--- src/rtl/pdp8_bus_pkg.sv ---
// Shared constants and error-cause encoding for the PDP-8 style register bus.
package pdp8_bus_pkg;

  localparam int BUS_W    = 12;
  localparam int NREG_MAX = 8;
  localparam int SRC_W    = 3;

  typedef enum logic [1:0] {
    ERR_NONE      = 2'd0,
    ERR_SRC_RANGE = 2'd1,
    ERR_DST_ZERO  = 2'd2
  } errCause_e;

endpackage

--- src/rtl/bus_xfer_dec.sv ---
// Purely combinational source-index to one-hot output-enable decoder with a
// range flag; an out-of-range index yields an all-zero enable vector.
import pdp8_bus_pkg::*;

module bus_xfer_dec #(
  parameter int NREG = NREG_MAX
) (
  input  logic [SRC_W-1:0] idx_i,
  input  logic             en_i,
  output logic [NREG-1:0]  onehot_o,
  output logic             inRange_o
);

  always_comb begin
    onehot_o  = '0;
    inRange_o = (int'(idx_i) < NREG);
    for (int i = 0; i < NREG; i++) begin
      onehot_o[i] = en_i && (int'(idx_i) == i);
    end
  end

endmodule

--- src/rtl/bus_xfer_seq.sv ---
// Two-stage (DRIVE, LATCH) register-to-register bus transfer sequencer.
// Define XFER_PIPE_EN to overlap DRIVE of one transfer with LATCH of the previous.
import pdp8_bus_pkg::*;

module bus_xfer_seq #(
  parameter int NREG = NREG_MAX,
  parameter int W    = BUS_W
) (
  input  logic             SYSCLK,
  input  logic             RESET_N,
  input  logic             req_valid,
  output logic             req_ready,
  input  logic [SRC_W-1:0] req_src,
  input  logic [NREG-1:0]  req_dst,
  output logic [NREG-1:0]  oe,
  output logic             hold,
  output logic [NREG-1:0]  latch,
  output logic             done,
  output logic             err,
  input  logic [W-1:0]     bus,
  output logic [W-1:0]     last_word
);

  logic             drvValid_q, drvValid_d;
  logic [SRC_W-1:0] drvSrc_q, drvSrc_d;
  logic [NREG-1:0]  drvDst_q, drvDst_d;
  logic             latValid_q, latValid_d;
  logic [NREG-1:0]  latDst_q, latDst_d;
  logic             rdyEn_q;
  logic [W-1:0]     lastWord_q, lastWord_d;
  logic             accept;
  logic             srcInRange;
  errCause_e        drvCause, latCause;

  // rdyEn_q holds off acceptance until the first edge after reset release.
  always_ff @(posedge SYSCLK or negedge RESET_N) begin
    if (!RESET_N) begin
      drvValid_q <= 1'b0;
      drvSrc_q   <= '0;
      drvDst_q   <= '0;
      latValid_q <= 1'b0;
      latDst_q   <= '0;
      rdyEn_q    <= 1'b0;
      lastWord_q <= '0;
    end else begin
      drvValid_q <= drvValid_d;
      drvSrc_q   <= drvSrc_d;
      drvDst_q   <= drvDst_d;
      latValid_q <= latValid_d;
      latDst_q   <= latDst_d;
      rdyEn_q    <= 1'b1;
      lastWord_q <= lastWord_d;
    end
  end

  assign accept = req_valid && req_ready;

  always_comb begin
    drvValid_d = accept;
    drvSrc_d   = drvSrc_q;
    drvDst_d   = drvDst_q;
    latValid_d = drvValid_q;
    latDst_d   = latDst_q;
    lastWord_d = lastWord_q;
    if (accept) begin
      drvSrc_d = req_src;
      drvDst_d = req_dst;
    end
    if (drvValid_q) begin
      latDst_d   = drvDst_q;
      lastWord_d = bus;
    end
  end

`ifdef XFER_PIPE_EN
  // LATCH always drains in one cycle, so its slot is free for the next DRIVE.
  assign req_ready = rdyEn_q;
`else
  assign req_ready = rdyEn_q && !drvValid_q && !latValid_q;
`endif

  bus_xfer_dec #(.NREG(NREG)) u_dec (
    .idx_i     (drvSrc_q),
    .en_i      (drvValid_q),
    .onehot_o  (oe),
    .inRange_o (srcInRange)
  );

  always_comb begin
    drvCause = ERR_NONE;
    latCause = ERR_NONE;
    if (drvValid_q && !srcInRange) drvCause = ERR_SRC_RANGE;
    if (latValid_q && (latDst_q == '0)) latCause = ERR_DST_ZERO;
  end

  assign err       = (drvCause != ERR_NONE) || (latCause != ERR_NONE);
  assign hold      = !drvValid_q;
  assign latch     = latValid_q ? latDst_q : '0;
  assign done      = latValid_q;
  assign last_word = lastWord_q;

endmodule

--- config.mk ---
export PLATFORM = sky130hd
export DESIGN_NAME = bus_xfer_seq
export DESIGN_NICKNAME = d
export VERILOG_FILES = /design/src/rtl/pdp8_bus_pkg.sv /design/src/rtl/bus_xfer_dec.sv /design/src/rtl/bus_xfer_seq.sv
export SDC_FILE = /design/constraint.sdc
export NUM_CORES = 1
export LEC_CHECK = 0
export ABC_CLOCK_PERIOD_IN_PS = 1740
export CAP_MARGIN = 20
export CORE_ASPECT_RATIO = 1.4
export CORE_UTILIZATION = 55
export DETAILED_ROUTE_END_ITERATION = 8
export DONT_BUFFER_PORTS = 1
export GPL_ROUTABILITY_DRIVEN = 0
export PLACE_DENSITY_LB_ADDON = 0.25
export SYNTH_ARGS = -nofsm -noshare
export SYNTH_HDL_FRONTEND = slang
export SYNTH_SLANG_ARGS = --single-unit
export TNS_END_PERCENT = 50
--- constraint.sdc ---
create_clock -name SYSCLK -period 1.74 [get_ports SYSCLK]
set_clock_uncertainty 0.15 [all_clocks]
set_input_delay 0.348 -clock SYSCLK [delete_from_list [all_inputs] [get_ports SYSCLK]]
set_output_delay 0.348 -clock SYSCLK [all_outputs]
set_load 0.03 [all_outputs]
# Word level (Yosys, flattened, before mapping)

Cells that the tools add are included.

Bits in registers: 34
Input bits: 26
Output and inout port bits: 32
Word-level logic and storage cells: 33

Mux-type cells: 2
Equality and inequality tests: 7
Reductions and logical operators: 17

Operators by type and width:

| operator                                                               | count |
|---|---|
| 3-bit equality test (second input constant)                            | 4 |
| 1-bit logical AND                                                      | 12 |
| 8-bit logical NOT                                                      | 1 |
| 8-bit two-way mux                                                      | 1 |
| 3-bit by 2-bit equality test with 1-bit output (second input constant) | 2 |
| 3-bit by 1-bit equality test with 1-bit output (second input constant) | 1 |
| 3-bit logical NOT                                                      | 1 |
| 1-bit logical NOT                                                      | 2 |
| 2-bit two-way mux                                                      | 1 |
| 2-bit nonzero test                                                     | 1 |

# Depth between registers and ports, before layout

Gate-level depths: netlist of run 1.

Word-level depth: 4
Depth in mapped cells: 4
Mapped depth without buffers: 2

# Hierarchy

From an unflattened synthesis of run 1, not the netlist that was laid out.

Cell total of the unflattened synthesis: 96
Area, all modules: 1451.4 µm²

Modules (own cells, without submodules):

| module       | area each (µm²) | times used | cells each |
|---|---|---|---|
| bus_xfer_seq | 1345.0          | 1          | 86 |
| bus_xfer_dec | 106.4           | 1          | 10 |

# Worst setup path after synthesis of run 1

Ideal clock, no wire load.

Path kind: register -> output
Start: register latValid_q (netlist: done)
End: output port err
Stages on the path, launching flop included: 4
Arrival: 2.017 ns
Setup slack: -0.775 ns
Cell sequence: dfrtp_1 > clkbuf_2 > or3b_1 > nor4_1

Longest elaborated chain between the ends: 3

Ends and longest elaborated chain:

| what                     | RTL line           | source |
|---|---|---|
| start: declaration       | bus_xfer_seq.sv:27 | `logic latValid_q, latValid_d;` |
| start signal: assignment | bus_xfer_seq.sv:49 | `latValid_q <= latValid_d;` |
| 1-bit logical AND        | bus_xfer_seq.sv:93 | `if (latValid_q && (latDst_q == '0)) latCause = ERR_DST_ZERO;` |
| 2-bit two-way mux        | bus_xfer_seq.sv:93 |  |
| 2-bit nonzero test       | bus_xfer_seq.sv:96 | `assign err = (drvCause != ERR_NONE) \|\| (latCause != ERR_NONE);` |
| end: declaration         | bus_xfer_seq.sv:19 | `output logic err,` |

Every way passes these cells.

# Final worst setup path of run 1

Start: register latDst_q[2]
End: output port err

Longest elaborated chain between the ends: 4

Ends and longest elaborated chain:

| what                     | RTL line           | source |
|---|---|---|
| start: declaration       | bus_xfer_seq.sv:28 | `logic [NREG-1:0] latDst_q, latDst_d;` |
| start signal: assignment | bus_xfer_seq.sv:50 | `latDst_q <= latDst_d;` |
| 8-bit logical NOT        | bus_xfer_seq.sv:93 |  |
| 1-bit logical AND        | bus_xfer_seq.sv:93 |  |
| 2-bit two-way mux        | bus_xfer_seq.sv:93 |  |
| 2-bit nonzero test       | bus_xfer_seq.sv:96 |  |

Every way passes these cells.

==> results.py, run 1 <==
metrics = {
    "power_and_ir_drop": {
        "seqPwrFrac": 0.547,
        "powerDensity_nw_per_um2": 1090,
        "clockPowerShare": 0.199,
        "intPower_mw": 1.51,
        "leakagePower_nw": 0.911,
        "ir_worst_vdd_mv": 0.920,
        "p_sw_uw": 780,
        "p_comb_frac": 0.254,
        "p_sw_frac": 0.341,
    },
    "synthesis": {
        "ys_seq_area_frac": 0.604,
        "yosysUniqueCellTypes": 17,
        "synth_warnings": 0,
        "syn_area_per_cell_um2": 14.4,
        "synth_nets": 124,
        "synth-seq-cells": 34,
        "synth_cells": 98,
        "synth_area_um2": 1410,
    },
    "drt": {
        "drt-initial-drc-count": 20,
        "firstDrtPassIters": 4,
        "vias": 985,
        "avgViaCountPerCell": 5.35,
        "totalWireLength_mm": 3.43,
        "ant_nets": 0,
        "drc": 0,
        "post_drt_wl_per_cell_um": 18.6,
    },
    "layout": {
        "final_core_utilization": 0.870,
        "fin_nets": 175,
        "syn_to_final_growth_pct": 49.3,
        "drive_gt1_frac": 0.640,
        "diodes": 0,
    },
    "sta": {
        "finalSetupViolCount": 9,
        "min_period_ps": 2100,
        "worst_slack_ps": -359,
        "grt_setup_unrepaired": "yes",
        "hold_viol_final": 0,
        "drv_slew": 0,
        "setup_tns_ps": -706,
        "fin_crit_sh": 1.21,
        "fmax_ghz": 0.476,
    },
    "global_routing": {
        "grt_max_degree": 35,
        "grt_pass1_wl_mm": 4.02,
        "grt_usage": 0.216,
        "grt_overflow_total": 0,
        "grt_antenna_before_repair": 0,
        "grt_pass1_vias": 913,
    },
    "die": {
        "num_io_pins": 58,
        "die_x_um": 44.8,
        "floorplan.initialDensity": 0.583,
        "rows": 21,
        "core_region_area_um2": 2420,
        "die_h_um": 61.9,
        "die-area_um2": 2770,
    },
    "critical_path": {
        "critPathKind": "reg -> out",
        "critical_path_arrival_ps": 1600,
        "worstPathCellList": "or4_4, nor4_4, buf_6",
        "cp-end-kind": "primary output",
        "path_max_fanout": 2,
        "cpPeakStageDelay_ps": 550,
        "cp_slowest_cell": "or4_4",
        "worstRegToRegCells": 4,
        "cp.required_ps": 1240,
        "start_kind": "flip-flop",
    },
    "run_status": {
        "violations": "negative setup slack",
        "status": "finished with violations",
    },
    "cts": {
        "h-tree-depth": 2,
        "clock_latency_ps": 340,
        "clock_sinks": 34,
        "cts_buffer_depth": 2,
        "cts_root_buf": "clkbuf_4",
        "cts_tree": "built",
        "clk_pin_slew_ps": 100,
        "numCtsBuffers": 5,
    },
    "hold_path": {
        "hold_class": "in -> reg",
        "hold_depth": 1,
    },
    "placed_design": {
        "portBuffers": 0,
        "dp_hpwl_mm": 1.78,
    },
    "job": {
        "maxCapViolCount": 0,
    },
}
## sequential cells by signal, indices dropped and copies added, names as in the netlist
signal	count
last_word	12
drvDst_q	8
latDst_q	8
drvSrc_q	3
done	1
drvValid_q	1
rdyEn_q	1
## layout make-up
| type | instances | area, um2 |
|---|---|---|
| Sequential cell | 34 | 856 |
| Clock buffer | 7 | 55.1 |
| Tap cell | 34 | 42.5 |
| Multi-Input combinational cell | 58 | 648 |
| Inverter | 1 | 3.75 |
| Clock inverter | 1 | 5.00 |
| Fill cell | 104 | 314 |
| Timing Repair Buffer | 49 | 493 |
## Yosys cell counts
cell / n / area (um2)
dfrtp_1: 34 / 851
nor4_1: 1 / 6.26
conb_1: 1 / 3.75
inv_1: 1 / 3.75
nor2_1: 6 / 22.5
buf_2: 2 / 10.0
mux2_2: 31 / 349
nor3b_1: 1 / 7.51
or3b_1: 1 / 8.76
nand2_1: 2 / 7.51
buf_6: 2 / 22.5
or4_1: 1 / 7.51
nor3_1: 2 / 10.0
nand2b_1: 3 / 18.8
nor4bb_4: 1 / 25.0
clkbuf_2: 1 / 5.00
and2_1: 8 / 50.1
## power groups by stage
| stage | Clock [mW] | Combinational [mW] | Sequential [mW] |
|---|---|---|---|
| 2_1_floorplan | 0 | 0.300 | 1.20 |
| 3_3_place_gp | 0 | 0.368 | 1.22 |
| 3_5_place_dp | 0 | 0.380 | 1.24 |
| 4_1_cts | 0.458 | 0.476 | 1.23 |
| 5_1_grt | 0.503 | 0.614 | 1.28 |
| 6_report | 0.455 | 0.581 | 1.25 |
## kinds of logic (layout without fill, tap and decap cells)
group,after synthesis,in the layout,synth area share
flip-flops,34,34,0.604
multiplexers,31,31,0.248
AND/OR/NAND/NOR,26,26,0.116
buffers and inverters,6,58,0.0293
other,1,1,0.00266
## metrics by stage
| stage | std cells | setup WS [ps] | area [um2] | power (mW) | hold slack [ps] |
|---|---|---|---|---|---|
| final | 184 | -359 | 2100 | 2.29 | 4.34 |
| after global routing | 184 | -424 | 2100 | 2.39 | -7.05 |
| after CTS | 170 | -361 | 1870 | 2.16 | 0.591 |
| after detailed placement | 147 | -26.4 | 1580 | 1.62 | -96.9 |
| after global placement | 147 | -34.7 | 1580 | 1.59 | -97.0 |
| after floorplan | 98 | -224 | 1440 | 1.50 | -97.6 |
## critical path: cells and delay by family, from the launching register on
kind,cells,cell delay [ps]
buffers and inverters,1,170
DFF,1,390
and+or+nand+nor,2,710
## layout by cell type, fill, tap and decap left out, types with 3 or more instances in the layout
cell           count
buf_6             14
dlygate4sd3_1     21
nor2_4             5
buf_4             12
nand2b_4           3
and2_4             7
dfrtp_2            4
clkbuf_4           5
dfrtp_1           30
mux2_2            31
## routing by layer
| metal | up-vias | track usage | wire length (um) |
|---|---|---|---|
| li1 | 438 | - | - |
| met1 | 478 | 0.202 | 1160 |
| met2 | 57 | 0.397 | 1870 |
| met3 | 12 | 0.0694 | 261 |
| met4 | 0 | 0.143 | 135 |
| met5 | - | 0 | 0 |
## final timing paths
kind                        startpoint           end  slack [ps]
setup / recovery           latDst_q[2]           err        -360
hold / removal              req_src[2]   drvSrc_q[2]           4
setup reg to reg                  done   drvDst_q[6]          10
hold reg to reg            drvDst_q[4]   latDst_q[4]         360
max in group asynchronous      RESET_N   drvSrc_q[0]         950
min in group asynchronous      RESET_N  last_word[5]         310
## repair_timing
item                                    CTS  global route
endpoints found under the hold margin    44            10
endpoints found under the setup margin   19            25
hold buffers                             12            10
pin swaps                                 2             5
resized for setup                        25            31
buffers inserted                          3             5
No activity file was read; power rests on OpenSTA's default activity.
==> run 2, diff against run 1 <==
--- a/config.mk
+++ b/config.mk
@@ -15,2 +15,3 @@
 export PLACE_DENSITY_LB_ADDON = 0.25
+export SLEW_MARGIN = 20
 export SYNTH_ARGS = -nofsm -noshare
--- a/constraint.sdc
+++ b/constraint.sdc
@@ -4,2 +4,2 @@
 set_output_delay 0.348 -clock SYSCLK [all_outputs]
-set_load 0.03 [all_outputs]
+set_load 0.01 [all_outputs]
==> run 2 against run 1 <==
The run still ends with negative setup slack left. First-iteration DRC count down 35%. Critical path depth down 1. Combinational power down 18%. Global-route usage down 0.42 points. Non-clock buffer count down 8. Die area unchanged. Clock power down 15%. Routed wire length down 17%. Sequential share of layout area up 3.0 points. Worst hold slack better by 200 ps. Total power down 13%. Highest routed layer unchanged.
==> results.py, run 2 (synthesis gave the netlist of run 1 again) <==
metrics = {
    "critical_path": {
        "start_kind": "flip-flop",
        "critical_path_arrival_ps": 1480,
        "cpPeakStageDelay_ps": 550,
        "worstPathCellList": "or4_4, nor4_4",
        "cpLargestDelayFamily": "simple AND/OR/NAND/NOR gates",
        "cp-end-kind": "primary output",
        "critPathKind": "reg -> out",
        "cp.required_ps": 1240,
        "cp_slowest_cell": "or4_4",
        "cp.buffers_inverters": 0,
        "ff2ff_setup_slack_ps": 0,
        "path_max_fanout": 2,
    },
    "die": {
        "num_io_pins": 58,
        "rows": 21,
        "floorplan.initialDensity": 0.583,
        "core_region_area_um2": 2420,
        "die_h_um": 61.9,
        "die-area_um2": 2770,
        "die_x_um": 44.8,
    },
    "sta": {
        "worst_slack_ps": -235,
        "whs_ps": 200,
        "fmax_ghz": 0.506,
        "min_period_ps": 1970,
        "finalSetupViolCount": 3,
        "setup_tns_ps": -269,
        "drv_slew": 0,
        "grt_setup_unrepaired": "yes",
        "hold_viol_final": 0,
        "fin_crit_sh": 1.13,
    },
    "global_routing": {
        "grt_antenna_before_repair": 0,
        "grt_overflow_total": 0,
        "grt_usage": 0.212,
        "grt_max_degree": 35,
        "grt_pass1_wl_mm": 3.93,
        "grt_pass1_vias": 873,
    },
    "placed_design": {
        "portBuffers": 0,
        "dp_hpwl_mm": 1.69,
        "place_ws_ps": -27.3,
    },
    "cts": {
        "cts_buffer_depth": 2,
        "h-tree-depth": 2,
        "clk_pin_slew_ps": 90,
        "clock_latency_ps": 320,
        "clock_sinks": 34,
        "numCtsBuffers": 5,
        "cts_tree": "built",
        "cts_root_buf": "clkbuf_4",
    },
    "layout": {
        "area.sequential_um2": 853,
        "fin_nets": 167,
        "drive_gt1_frac": 0.454,
        "syn_to_final_growth_pct": 38.7,
        "final_common_cell": "dfrtp_1",
        "diodes": 0,
        "largest_register_ffs": 12,
        "n_fill_cell": 146,
        "multi_input_comb_area_um2": 602,
        "final_cell_mix": "dfrtp_1 (32), dlygate4sd3_1 (24), mux2_2 (20), mux2_4 (11), buf_4 (11)",
        "final_core_utilization": 0.808,
    },
    "drt": {
        "avgViaCountPerCell": 5.18,
        "firstDrtPassIters": 3,
        "drt-initial-drc-count": 13,
        "totalWireLength_mm": 2.86,
        "post_drt_wl_per_cell_um": 16.3,
        "ant_nets": 0,
        "vias": 907,
        "drc": 0,
    },
    "power_and_ir_drop": {
        "leakagePower_nw": 0.853,
        "powerDensity_nw_per_um2": 1020,
        "ir_worst_vdd_mv": 0.810,
    },
    "run_status": {
        "violations": "negative setup slack",
        "status": "finished with violations",
    },
    "hold_path": {
        "hold_class": "in -> reg",
    },
    "job": {
        "maxCapViolCount": 0,
    },
}
## run 2: cell count changes in the layout (fill, tap and decap cells not counted), moves of 3 or more
cell,previous run,this run
and2_1,0,8
dlygate4sd3_1,21,24
nor2_4,5,0
mux2_4,0,11
nor2_1,1,4
mux2_2,31,20
and2_4,7,0
buf_6,14,4
## run 2: worst paths after layout
kind,start,end,cells after the start
setup reg to reg,done,drvDst_q[7],5
min in group asynchronous,RESET_N,drvDst_q[6],2
setup / recovery,latDst_q[2],err,2
max in group asynchronous,RESET_N,done,2
hold reg to reg,drvDst_q[2],drvDst_q[2],1
hold / removal,req_valid,drvValid_q,2
## run 2: worst register-to-register path: stages, from the launching register on
cell and delay, ps:
dfrtp_2 430, buf_6 120, buf_6 110, nor4bb_4 300, buf_12 200, mux2_4 310
## run 2: per-layer routing
| layer | track usage | part of all wire | vias up |
|---|---|---|---|
| li1 | - | - | 418 |
| met1 | 0.208 | 0.39 | 442 |
| met2 | 0.376 | 0.52 | 42 |
| met3 | 0.0954 | 0.076 | 5 |
| met4 | 0.104 | 0.018 | 0 |
| met5 | 0 | 0 | - |
## run 2: final cells by class
type | count | share of cell area
inverter | 1 | 0.00192
sequential | 34 | 0.437
tap | 34 | 0.0218
clock buffer | 7 | 0.0230
timing repair buffer | 41 | 0.209
multi-input combinational | 58 | 0.308
## run 2: power by group
group          internal [mW]  switching, mW
Combinational          0.315          0.163
Clock                  0.152          0.233
Sequential             0.974          0.160
Total                   1.44          0.556
## run 2: through the flow
stage / total power [mW] / cell area (um2) / instances
floorplan: 1.36 / 1420 / 98
global placement: 1.45 / 1520 / 138
finish: 2.00 / 1950 / 175
detailed placement: 1.47 / 1520 / 138
CTS: 1.96 / 1780 / 162
global route: 2.11 / 1950 / 175
## run 2: timing repair
action | CTS | global route
gates resized for setup | 12 | 13
hold buffers | 12 | 13
endpoints found under the hold margin | 44 | 13
buffers inserted | 5 | 0
setup endpoints to repair | 4 | 17
pin swaps | 3 | 0
